File: src/rtl/matinv_sequencer.sv
`default_nettype none
`timescale 1ns/1ps
// ============================================================================
// Module   : matinv_sequencer
// Brief    : Load / compute / unload controller for the 3x3 matrix inverter.
//            Optional MATINV_PERF_CNT_EN adds a busy-cycle counter output.
// Revision : 1.0 - initial release
// ============================================================================
module matinv_sequencer #(
    parameter int DATA_W   = 16,
    parameter int NUM_ELEM = 9,
    parameter int TIMEOUT  = 1023
) (
    input  logic              clk,
    input  logic              rst,
    input  logic              start,
    output logic              sp_start,
    input  logic              sp_done,
    output logic              core_start,
    input  logic              core_done,
    input  logic              core_singular,
    output logic [3:0]        res_sel,
    input  logic [DATA_W-1:0] res_data,
    output logic [7:0]        out_byte,
    output logic              out_valid,
    input  logic              out_ready,
    output logic              busy,
    output logic              done,
    output logic [1:0]        error
`ifdef MATINV_PERF_CNT_EN
    ,
    output logic [15:0]       perf_cycles
`endif
);

    localparam int TMR_W = $clog2(TIMEOUT + 1);

    localparam logic [2:0] c_st_idle    = 3'd0;
    localparam logic [2:0] c_st_load    = 3'd1;
    localparam logic [2:0] c_st_compute = 3'd2;
    localparam logic [2:0] c_st_unload  = 3'd3;
    localparam logic [2:0] c_st_finish  = 3'd4;

    localparam logic [TMR_W-1:0] c_tmr_last = TMR_W'(TIMEOUT - 1);
    localparam logic [3:0]       c_sel_last = 4'(NUM_ELEM - 1);

    localparam logic [1:0] c_err_ok       = 2'b00;
    localparam logic [1:0] c_err_singular = 2'b01;
    localparam logic [1:0] c_err_load_to  = 2'b10;
    localparam logic [1:0] c_err_comp_to  = 2'b11;

    logic [2:0]       r_state;
    logic [2:0]       w_next_state;
    logic [TMR_W-1:0] r_timer;
    logic [3:0]       r_sel;
    logic             r_phase_lo;
    logic [1:0]       r_error;
    logic             w_expire;
    logic             w_xfer;
    logic             w_last_byte;

    // The timer restarts at every state entry, so this is the TIMEOUT-th cycle.
    assign w_expire    = (r_timer == c_tmr_last);
    assign w_xfer      = (r_state == c_st_unload) && out_ready;
    assign w_last_byte = w_xfer && r_phase_lo && (r_sel == c_sel_last);

    always_ff @(posedge clk) begin
        if (rst) begin
            r_state <= c_st_idle;
        end else begin
            r_state <= w_next_state;
        end
    end

    always_comb begin
        w_next_state = r_state;
        case (r_state)
            c_st_idle: begin
                if (start) w_next_state = c_st_load;
            end
            c_st_load: begin
                if (sp_done)       w_next_state = c_st_compute;
                else if (w_expire) w_next_state = c_st_finish;
            end
            c_st_compute: begin
                if (core_done)     w_next_state = core_singular ? c_st_finish : c_st_unload;
                else if (w_expire) w_next_state = c_st_finish;
            end
            c_st_unload: begin
                if (w_last_byte) w_next_state = c_st_finish;
            end
            c_st_finish: begin
                w_next_state = c_st_idle;
            end
            default: begin
                w_next_state = c_st_idle;
            end
        endcase
    end

    always_comb begin
        sp_start   = 1'b0;
        core_start = 1'b0;
        out_valid  = 1'b0;
        out_byte   = 8'h00;
        busy       = (r_state != c_st_idle);
        done       = 1'b0;
        case (r_state)
            c_st_load:    sp_start   = 1'b1;
            c_st_compute: core_start = (r_timer == '0);
            c_st_unload: begin
                out_valid = 1'b1;
                out_byte  = r_phase_lo ? res_data[7:0] : res_data[DATA_W-1 -: 8];
            end
            c_st_finish:  done = 1'b1;
            default: ;
        endcase
    end

    assign res_sel = r_sel;
    assign error   = r_error;

    always_ff @(posedge clk) begin
        if (rst || (r_state != w_next_state)) begin
            r_timer <= '0;
        end else if ((r_state == c_st_load) || (r_state == c_st_compute)) begin
            r_timer <= r_timer + 1'b1;
        end
    end

    // Element index and byte phase only advance on an accepted byte.
    always_ff @(posedge clk) begin
        if (rst || (r_state != c_st_unload)) begin
            r_sel      <= 4'd0;
            r_phase_lo <= 1'b0;
        end else if (w_xfer) begin
            if (!r_phase_lo) begin
                r_phase_lo <= 1'b1;
            end else begin
                r_phase_lo <= 1'b0;
                r_sel      <= (r_sel == c_sel_last) ? 4'd0 : r_sel + 4'd1;
            end
        end
    end

    // Error is sticky across IDLE so software can read it after done.
    always_ff @(posedge clk) begin
        if (rst) begin
            r_error <= c_err_ok;
        end else begin
            case (r_state)
                c_st_idle: begin
                    if (start) r_error <= c_err_ok;
                end
                c_st_load: begin
                    if (!sp_done && w_expire) r_error <= c_err_load_to;
                end
                c_st_compute: begin
                    if (core_done && core_singular) r_error <= c_err_singular;
                    else if (!core_done && w_expire) r_error <= c_err_comp_to;
                end
                default: ;
            endcase
        end
    end

`ifdef MATINV_PERF_CNT_EN
    logic [15:0] r_perf_cnt;
    logic [15:0] r_perf_out;

    always_ff @(posedge clk) begin
        if (rst) begin
            r_perf_cnt <= 16'h0000;
            r_perf_out <= 16'h0000;
        end else begin
            if ((r_state == c_st_idle) && start) begin
                r_perf_cnt <= 16'h0000;
            end else if ((r_state != c_st_idle) && (r_perf_cnt != 16'hFFFF)) begin
                r_perf_cnt <= r_perf_cnt + 16'h0001;
            end
            // Captured count includes the FINISH cycle itself.
            if (r_state == c_st_finish) begin
                r_perf_out <= (r_perf_cnt == 16'hFFFF) ? 16'hFFFF : r_perf_cnt + 16'h0001;
            end
        end
    end

    assign perf_cycles = r_perf_out;
`endif

endmodule
`default_nettype wire

File: config.mk
export PLATFORM = sky130hd
export DESIGN_NAME = matinv_sequencer
export DESIGN_NICKNAME = d
export VERILOG_FILES = /design/src/rtl/matinv_sequencer.sv
export SDC_FILE = /design/constraint.sdc
export NUM_CORES = 1
export LEC_CHECK = 0
export CELL_PAD_IN_SITES_DETAIL_PLACEMENT = 1
export CELL_PAD_IN_SITES_GLOBAL_PLACEMENT = 2
export CORE_MARGIN = 8
export CORE_UTILIZATION = 37
export DETAILED_ROUTE_END_ITERATION = 16
export DONT_BUFFER_PORTS = 1
export GPL_ROUTABILITY_DRIVEN = 0
export PLACE_DENSITY = 0.83
export SLEW_MARGIN = 20
export SYNTH_ARGS = -nofsm -noshare
export SYNTH_HDL_FRONTEND = slang
export SYNTH_SLANG_ARGS = --single-unit
File: constraint.sdc
create_clock -name clk -period 3.85 [get_ports clk]
set_input_delay 0.77 -clock clk [delete_from_list [all_inputs] [get_ports clk]]
set_output_delay 0.77 -clock clk [all_outputs]
set_load 0.01 [all_outputs]
Word level (Yosys, flattened, before mapping)

Cells that the tools add are included.

Reduce and logical (&&, ||, !) cells: 17
Add/sub/neg operators: 2
Equal/unequal tests: 11
Muxes and demuxes: 20

Operators with widths:

| operator                                              | number |
|---|---|
| 2-to-1 mux 3 bit                                      | 6 |
| 2-to-1 mux 8 bit                                      | 2 |
| case mux 3 bit (4 select lines)                       | 1 |
| adder 10 x 1 -> 10 bit, second input constant         | 1 |
| == test 10 bit, second input constant                 | 1 |
| logical NOT 10 bit                                    | 1 |
| 2-to-1 mux 2 bit                                      | 4 |
| == test 3 x 2 -> 1 bit, second input constant         | 2 |
| logical AND 1 bit                                     | 6 |
| case mux 2 bit (3 select lines)                       | 1 |
| nonzero test 3 bit                                    | 2 |
| 2-to-1 mux 1 bit                                      | 5 |
| adder 4 x 1 -> 4 bit, second input constant           | 1 |
| == test 4 bit, second input constant                  | 1 |
| 2-to-1 mux 4 bit                                      | 1 |
| AND reduction 4 bit                                   | 1 |
| == test 3 x 1 -> 1 bit, second input constant         | 1 |
| == test 3 bit, second input constant                  | 1 |
| logical NOT 3 bit                                     | 1 |
| logical OR 1 bit                                      | 3 |
| inequality test 3 x 1 -> 1 bit, second input constant | 1 |
| inequality test 3 x 2 -> 1 bit, second input constant | 1 |
| inequality test 3 bit                                 | 1 |
| logical NOT 1 bit                                     | 2 |
| other kinds (3)                                       | 3 |

Register bits: 20
Input bits: 23
Output and inout bits: 19
Word-level logic and storage cells: 55

Logic depth before layout (Yosys ltp)

Depth in word-level cells: 8
Gate-level depth with buffers: 8
Mapped depth without buffers: 7

Worst setup path after synthesis

OpenSTA, ideal clock, no wires.

Path kind: reg2out
Start point: reg r_state[2]
End point: out out_byte[0]
Path buffers: 3
Stages on the path, launching flop included: 7
Path slack: 1.778 ns
Required time: 3.080 ns
Arrival time: 1.302 ns
Cell sequence: dfxtp_1 buf_6 nand2b_1 or2_1 buf_4 clkbuf_1 nor2_1

Word-level cells in the longest chain between the ends: 2

RTL lines:

| item                   | RTL line | RTL |
|---|---|---|
| from (decl)            | 52       | `logic [2:0] r_state;` |
| from (signal assigned) | 69       | `r_state <= c_st_idle;` |
| from (signal assigned) | 71       | `r_state <= w_next_state;` |
| == test 3 x 2 -> 1 bit | 108      | `case (r_state)` |
| 2-to-1 mux 8 bit       | 108      |  |
| to (decl)              | 24       | `output logic [7:0] out_byte,` |

Every way passes these cells.

Final worst setup path

Start point: reg r_state[2]
End point: reg r_timer[5]

Word-level cells in the longest chain between the ends: 8
Elaborated cells on any way between the ends: 16
Those cells by class: eq/ne (4); mux (6); reduce/logical (6)

RTL lines:

| item                            | RTL line | RTL |
|---|---|---|
| == test 3 x 2 -> 1 bit          | 64, 77   |  |
| logical AND 1 bit               | 64       | `assign w_xfer = (r_state == c_st_unload) && out_ready;` |
| logical AND 1 bit (2 in a row)  | 65       | `assign w_last_byte = w_xfer && r_phase_lo && (r_sel == c_sel_last);` |
| 2-to-1 mux 3 bit                | 90       | `if (w_last_byte) w_next_state = c_st_finish;` |
| case mux 3 bit (4 select lines) | 77       | `case (r_state)` |
| inequality test 3 bit           | 124      | `if (rst \|\| (r_state != w_next_state)) begin` |
| logical OR 1 bit                | 124      |  |
| to (signal assigned)            | 127      | `r_timer <= r_timer + 1'b1;` |
| to (decl)                       | 54       | `logic [TMR_W-1:0] r_timer;` |

Several ways; a longest one is shown, not always the timed one.
A chain may end at the register's enable or synchronous reset.

==> impl_metrics.ini <==
[status]
outcome = complete, no violations

[place]
dp.cells = 194
dp_hpwl_um = 2768
io_buffers = 0

[synth]
avgSynthCellArea_sq_um = 8.301
synth_area_sq_um = 1295
yosysWarnings = 0
synth_cell_type_count = 39
syn_nets = 184
synthCells = 156
synth-seq-area-share_pct = 30.92
ys_seq_elements = 20

[setup_path]
critical_path.top_delay_family = simple AND/OR/NAND/NOR gates
start_kind = flop
cp-end-kind = flop
cpMaxStageDelayCell = dfxtp_1
crit_type = reg -> reg
critPathMaxFanout = 18
cp.arrival_ps = 2880
path_buf_inv = 1
worst-endpoint-required_ps = 4030
max_stage_delay_ps = 740
regToRegSetupSlack_ps = 1140
cp_cell_sequence = nand2b_1 -> or2_1 -> inv_4 -> a221oi_4 -> mux2i_2 -> nor2_1

[flow_run]
max_cap_viol_count = 0

[detailed_routing]
drtIter0Drc = 29
vias = 1087
wirelength_um = 3457
routed_via_density = 5.490
route.detailed.drc = 0
drt-pass1-iter-count = 4
post_drt_wl_per_cell_um = 17.46
drtAntennaViolNets = 0

[die]
die_w_um = 75.16
core_area_sq_um = 3363
pin_count = 42
die_area_sq_um = 5649
start_util_pct = 38.50
fp.dieH_um = 75.16
placementRows = 21

[final_layout]
mostFrequentLayoutCell = nor2_1
final_cell_mix = nor2_1 (25), dfxtp_1 (20), nor3_1 (13)
stdcell_count = 198
area.growth.synth_to_final_pct = 3.479
n_antenna_cell = 0
drive_gt1_share_pct = 6.579
final_nets = 181
fillers = 432

[sta]
period_needed_ps = 2708
maxSlewHeadroom_pct = 58.46
clock_skew_ps = 2.982
fmax_mhz = 369.3
period_share_pct = 70.33
setup_viol = 0
worst_slew_pin_slew_ps = 611.0
hold_viol = 0
hold_slack_ps = 524.9
rsz0062_at_grt = no
tns_ps = 0
drv_slew = 0

[global_routing]
grt_overflow_total = 0
grt_pass1_wl_um = 5885
grt_pass1_vias = 1211
grt_use_met3_pct = 3.329
grtUsageTotal_pct = 13.11
grtUsageMet2_pct = 21.88
antenna_found_initial = 0
grt-busiest-layer = met2
grt_start_max_net_pins = 19
gr-usage-met1_pct = 16.74

[clock_tree]
cts.clk_slew.worst_paths_ps = 120
ctsLongestPathBuffers = 2
cts_made_buffers = 3
cts_hold_buf = 0
cts_tree = built
clock_latency_ps = 300
post_cts_resized = 0
cts.sinks = 20
root_buffer = clkbuf_4
cts_max_level = 1
post_cts_buffers = 0

[power]
power.density_nw_per_um2 = 307.6
p_leak_uw = 0.0004297
peakVddDrop_mv = 0.1499

[worst_hold_path]
hold_class = in -> reg
## layer usage
layer	vias to the layer above	share of wire [%]
met5	-	0
met4	0	0
met3	0	4.2
met2	25	48
met1	522	48
li1	540	-
## path summary, 6_finish.rpt
check	startpoint	cells after the start	to
hold reg to reg	r_timer[1]	2	r_timer[1]
setup / recovery	r_state[2]	6	r_timer[5]
hold / removal	rst	1	r_state[2]
setup reg to reg	r_state[2]	6	r_timer[5]
## registers in the layout (all words and copies together), names as in the netlist
name and count:
res_sel 4, r_state 3, error 2, r_timer 10
r_phase_lo 1
## per-stage QoR
stage / area [sq um] / power (uW) / util [%] / setup slack, ps
floorplan: 1295 / 282.1 / - / 1778
global placement: 1304 / 289.6 / 38.76 / 1329
detailed placement: 1304 / 292.5 / 38.76 / 1149
CTS: 1340 / 416.4 / 39.84 / 1109
global route: 1340 / 436.9 / 39.84 / 935.6
finish: 1340 / 412.2 / 39.84 / 1142
## cell families after synthesis
logic type                 after synthesis  synth area share [%]
AOI/OAI and AO/OA                       17                 11.21
xor gates and xnor gates                13                 8.792
and+or+nand+nor                         75                 29.95
adders and majority gates                5                 4.831
muxes                                   10                 8.019
DFF                                     20                 30.92
buffers and inverters                   16                 6.280
## where the power goes
part | total [uW] | switching, uW | internal, uW | leakage [uW]
clock | 125 | 67.0 | 57.6 | 0.0000210
combinational | 63.3 | 37.5 | 25.8 | 0.000247
sequential | 224 | 12.1 | 212 | 0.000162
## cells in the mapped netlist
cell type,count,share of area [%]
and2_1,1,0.48
nand3_1,8,3.1
nor4_1,3,1.4
nand2b_1,2,0.97
dfxtp_1,20,31
nor2_1,25,7.2
o21ai_0,1,0.39
xor2_1,5,3.4
nand2_1,10,2.9
xnor2_1,8,5.4
nor3_1,13,5.0
a21oi_1,5,1.9
a221oi_1,1,0.68
inv_1,7,2.0
nand3b_1,1,0.58
nor3b_1,1,0.58
buf_1,1,0.29
nand4_1,2,0.97
clkbuf_1,3,0.87
a221oi_4,1,2.0
and4_1,3,2.0
or2_1,1,0.48
inv_4,1,0.48
or3_1,1,0.48
buf_6,1,0.87
nor4b_2,2,2.3
o21a_1,3,1.7
nand4b_1,1,0.68
o31ai_1,1,0.58
buf_4,3,1.7
and3b_1,1,0.68
a211oi_1,1,0.58
a41o_1,1,0.77
a21boi_0,1,0.58
mux2i_1,9,7.0
ha_1,5,4.8
a2111oi_2,1,1.2
o311a_1,1,0.77
mux2i_2,1,1.1
## area by class of cell
| type | count | area, sq um | share of cell area (%) |
|---|---|---|---|
| multi-input cells | 120 | 813.3 | 60.69 |
| flip-flops and latches | 20 | 400.4 | 29.88 |
| well taps | 46 | 57.56 | 4.295 |
| clock buffers | 4 | 36.28 | 2.708 |
| inverters | 8 | 32.53 | 2.428 |
## worst register-to-register path, stage by stage, from the launching register on
cell and delay (ps):
dfxtp_1 740, nand2b_1 240, or2_1 470, inv_4 100, a221oi_4 320, mux2i_2 590
nor2_1 120
No activity file was read; power rests on OpenSTA's default activity.
==> patch 1: new RTL, config.mk and constraints unchanged <==
Change the parameter `TIMEOUT` from 1023 to 4092.
--- a/src/rtl/matinv_sequencer.sv
+++ b/src/rtl/matinv_sequencer.sv
@@ -9,7 +9,7 @@
 module matinv_sequencer #(
     parameter int DATA_W   = 16,
     parameter int NUM_ELEM = 9,
-    parameter int TIMEOUT  = 1023
+    parameter int TIMEOUT  = 4092
 ) (
     input  logic              clk,
     input  logic              rst,
Check against the original RTL: same outputs for any inputs over 10 cycles, from zero or initial values and one cycle with rst high; that may be too few to reach the edited logic, so the function may still have changed.
==> patch 1 against the original RTL <==
Power is 16% higher. Worst setup slack improved by 260 ps. Sequential cell count is 2 higher. Design area is 13% higher. Routed wire length is 7.9% higher. Area after synthesis increased by 12%. Fmax grew 11%.
==> patch 1: results (changes against the original RTL) <==
finish:
  multi_input_area_sq_um: 931  # +14%
  clock_area_share_pct: 3.65  # +0.94 points
  multi_input_comb_cells: 133  # +11%
  largest_register_ffs: 12  # +2
  final_layout_size_suffix_gt1_share_pct: 13.9  # +7.4 points
  seq_share_pct: 29.2  # -0.69 points
  num-nets-final: 193  # +6.6%
  num-nonclk-inverters: 6  # -2
  fillers: 449  # +3.9%
  seq_cells: 22  # +10%
power_and_ir_drop:
  ir_drop_mv: 0.120  # -20%
  finalPower_uw: 477  # +16%
  p_leak_nw: 0.506  # +18%
  switchingPower_uw: 131  # +13%
  pg_clk_uw: 172  # +38%
global_route:
  grt_use_total_pct: 12.3  # -0.76 points
  grtUsageMet2_pct: 21.3  # -0.59 points
  grtUsageMet1_pct: 14.3  # -2.5 points
  grt_pass1_wl_um: 6330  # +7.5%
  grt_pass1_vias: 1321  # +9.1%
  use_met3_pct: 3.64  # +0.32 points
  grt_max_degree: 15  # -4
drt:
  drt-vias-per-instance: 5.61  # +2.2%
  wl_met3_um: 192  # +33%
  highest_layer: "met4"
  wirelength_um: 3730  # +7.9%
  drt-initial-drc-count: 55  # +90%
  route.met2.wl_um: 1830  # +10%
  wl_met1_um: 1670  # +0.97%
placed_design:
  preCtsSetupSlack_ps: 1630  # +485 ps
  port_buffers: 0  # unchanged
  hpwl_um: 2950  # +6.5%
clock_network:
  clock_latency_ps: 270  # -30 ps
  clk_pin_slew_ps: 80  # -40 ps
  clockRootBuffer: "clkbuf_8"
  cts.repair.resized: 0  # unchanged
setup_path:
  crit_path_end: "core_start"
  r2r-end: "r_timer[1]$_SDFFE_PP0N_"
  reg2regPathDepth: 7  # +1
  reg2reg_from: "res_sel[0]$_SDFFE_PP0P_"
  cp.arrival_ps: 1680  # -1200 ps
  cp_max_fo: 14  # -4
logic_synthesis:
  ys_seq_area_share_pct: 30.3  # -0.63 points
  synth-xor-area-share_pct: 7.83  # -0.96 points
  yosys-top-cells-count: "dfxtp_1 (22), nor2_1 (17), nand2_1 (12), mux2i_1 (10), nor2_4 (10)"
  synthMuxAreaShare_pct: 6.88  # -1.1 points
  synth_compound_area_share_pct: 9.64  # -1.6 points
  synth_fa_ha_area_share_pct: 3.44  # -1.4 points
  synth_area_leaders: "dfxtp_1 (30%), nor2_4 (7.7%), mux2i_1 (6.9%), nor2_1 (4.4%), xor2_1 (4.2%)"
  synth_nets: 196  # +6.5%
  synth_cell_type_count: 43  # +10%
sta:
  timing_hold_violations_final: 0  # unchanged
  fin_skew_ps: 2.07  # -0.909 ps
  relSlewSlack_pct: 58.2  # -0.23 points
  setup_viol: 0  # unchanged
  max_freq_ghz: 0.409  # +11%
worst_hold_path:
  hp-start: "error[0]$_SDFFE_PP0P_"
  hold_path.class: "reg -> reg"
outcome:
  outcome: "complete, no violations"
patch 1: changes by cell type after synthesis, sizes merged, moves of 3 or more:
cell | before | now
nor3 | 13 | 10
and3 | 0 | 4
o21ai | 1 | 8
nand4 | 2 | 5
patch 1: worst max-delay path: stages, from the launching register on:
cell and delay [ps]:
dfxtp_1 450, nand2b_1 270, nor2_1 330, nand3_1 140, nor2_1 210
patch 1: worst min path at each step:
stage                              end  slack, ps  cells after the start
2_1_floorplan  r_timer[1]$_SDFFE_PP0N_        480                      2
3_3_place_gp   r_timer[1]$_SDFFE_PP0N_        500                      2
3_5_place_dp   r_timer[1]$_SDFFE_PP0N_        520                      2
4_1_cts        r_timer[1]$_SDFFE_PP0N_        540                      2
5_1_grt          r_state[1]$_SDFF_PP0_        550                      1
6_report         error[0]$_SDFFE_PP0P_        530                      2
patch 1: stage by stage:
stage	area [sq um]	instances
2_1_floorplan	1450	169
3_3_place_gp	1450	209
3_5_place_dp	1450	209
4_1_cts	1510	213
5_1_grt	1510	213
6_report	1510	213
==> patch 2: new RTL, same settings <==
Made on the original files. Put one more register stage on the output `error`, with the module's reset. The value now appears one clock later. The other outputs are not delayed to match.
--- a/src/rtl/matinv_sequencer.sv
+++ b/src/rtl/matinv_sequencer.sv
@@ -118,7 +118,13 @@
     end
 
     assign res_sel = r_sel;
-    assign error   = r_error;
+    always_ff @(posedge clk) begin
+        if (rst) begin
+            error <= '0;
+        end else begin
+            error <= r_error;
+        end
+    end
 
     always_ff @(posedge clk) begin
         if (rst || (r_state != w_next_state)) begin
Function: changed (a bounded check fails within 4 cycles, from zero or initial values and one cycle with rst high).
==> patch 2 against the original RTL <==
Via count increased by 14%. Worst setup slack better by 16 ps. Power is 11% higher. Routed wire length is 13% higher. Global-route usage hardly changed. Die area rose by 6.9%. Sequential cell count grew 2. Count of clock-buffer cells in the layout shrank 1. Cell count is 5.6% higher. Design area rose by 9.7%. Area after synthesis is 8.8% higher. Critical path type is now reg -> out. Critical endpoint is now core_start. Largest cell class unchanged. Highest routed layer is now met4.
==> patch 2: results (changes against the original RTL) <==
clock_network:
  clk_pin_slew_ps: 80  # -40 ps
  clock_latency_ps: 260  # -40 ps
  clockRootBuffer: "clkbuf_8"
setup_path:
  critical-path-slowest-cell: "dfxtp_1"
  reg2reg_setup_slack_ps: 1570  # +430 ps
  reg2regPathDepth: 5  # -1
  slowest_delay_ps: 590  # -150 ps
  r2r-end: "r_timer[0]$_SDFFE_PP0N_"
  cp.arrival_ps: 1920  # -960 ps
  crit_path_end: "core_start"
  reg2reg_from: "r_state[1]$_SDFF_PP0_"
  cp_max_fo: 14  # -4
  worstSetupPathType: "reg -> out"
sta:
  setup_viol: 0  # unchanged
  tightest_slew_ps: 646  # +34.6 ps
  fin_skew_ps: 4.44  # +1.46 ps
power_and_ir_drop:
  ir_drop_mv: 0.145  # -3.6%
  p_leak_nw: 0.472  # +9.9%
outcome:
  outcome: "complete, no violations"
drt:
  wl_per_cell_um: 18.7  # +7.0%
  drt-initial-drc-count: 44  # +52%
  drt-vias-per-instance: 5.93  # +8.0%
global_route:
  grtUsageMet2_pct: 24.2  # +2.3 points
  use_met3_pct: 4.49  # +1.2 points
  grtUsageMet1_pct: 13.9  # -2.9 points
  grt_pass1_wl_um: 6670  # +13%
  grt_use_total_pct: 13.1  # +0.033 points
  grt_pass1_vias: 1383  # +14%
  grt_max_degree: 17  # -2
logic_synthesis:
  ys_seq_area_share_pct: 31.3  # +0.34 points
  synth_fa_ha_area_share_pct: 4.44  # -0.39 points
  yosys-top-cells-count: "dfxtp_1 (22), nor2_1 (17), nor3_1 (14), mux2i_1 (11), inv_1 (8)"
  synth_area_leaders: "dfxtp_1 (31%), mux2i_1 (7.8%), nor3_1 (5.0%), nor2_1 (4.5%), ha_1 (4.4%)"
  synth-xor-area-share_pct: 5.60  # -3.2 points
  synth_compound_area_share_pct: 16.9  # +5.7 points
  synth_cell_type_count: 46  # +18%
  synthMuxAreaShare_pct: 7.82  # -0.20 points
  synth_nets: 195  # +6.0%
worst_hold_path:
  hp-start: "r_error[0]$_SDFFE_PP0P_"
  hold_path.class: "reg -> reg"
finish:
  num-nets-final: 191  # +5.5%
  final_layout_size_suffix_gt1_share_pct: 4.97  # -1.6 points
placed_design:
  hpwl_um: 2960  # +6.8%
-- patch 2: where the power goes --
part | switching [mW] | leakage [nW] | total (mW) | internal [mW]
logic | 0.0408 | 0.273 | 0.0667 | 0.0259
clock network | 0.0744 | 0.0216 | 0.144 | 0.0699
registers | 0.0121 | 0.178 | 0.246 | 0.233
total | 0.127 | 0.472 | 0.456 | 0.329
-- patch 2: per-layer routing --
metal,wire [um],vias up
li1,-,596
met1,1600,606
met2,2000,35
met3,286,2
met4,19,0
met5,0,-
-- patch 2: area by class of cell --
type / count / area, sq um
fill: 442 / 2190
sequential: 22 / 440
multi-input combinational: 127 / 895
tap: 48 / 60.1
inverter: 9 / 33.8
clock buffer: 3 / 41.3
-- patch 2: worst min path at each step --
stage,endpoint,cells after the start,slack [ps]
finish,error[0]$_SDFF_PP0_,1,480
global route,error[0]$_SDFF_PP0_,1,490
CTS,error[0]$_SDFF_PP0_,1,480
detailed placement,error[0]$_SDFF_PP0_,1,460
global placement,error[0]$_SDFF_PP0_,1,460
floorplan,error[0]$_SDFF_PP0_,1,440
-- patch 2: critical path: cells and delay by family, from the launching register on --
family	cells	cell delay [ps]
flops	1	590
simple gates	3	1060
-- patch 2: metrics by stage --
step,instances,worst slack (ps),power [mW],area (sq um)
after floorplan,167,1830,0.304,1410
after global placement,206,1520,0.313,1430
after detailed placement,206,1480,0.317,1430
after CTS,209,1170,0.460,1470
after global routing,209,1030,0.477,1470
final,209,1160,0.456,1470
-- patch 2: kinds of logic after synthesis --
kind of cell               Yosys count
buffers and inverters               18
and+or+nand+nor                     75
xor gates and xnor gates             9
DFF                                 22
adders and majority gates            5
AOI/OAI and AO/OA                   27
muxes                               11
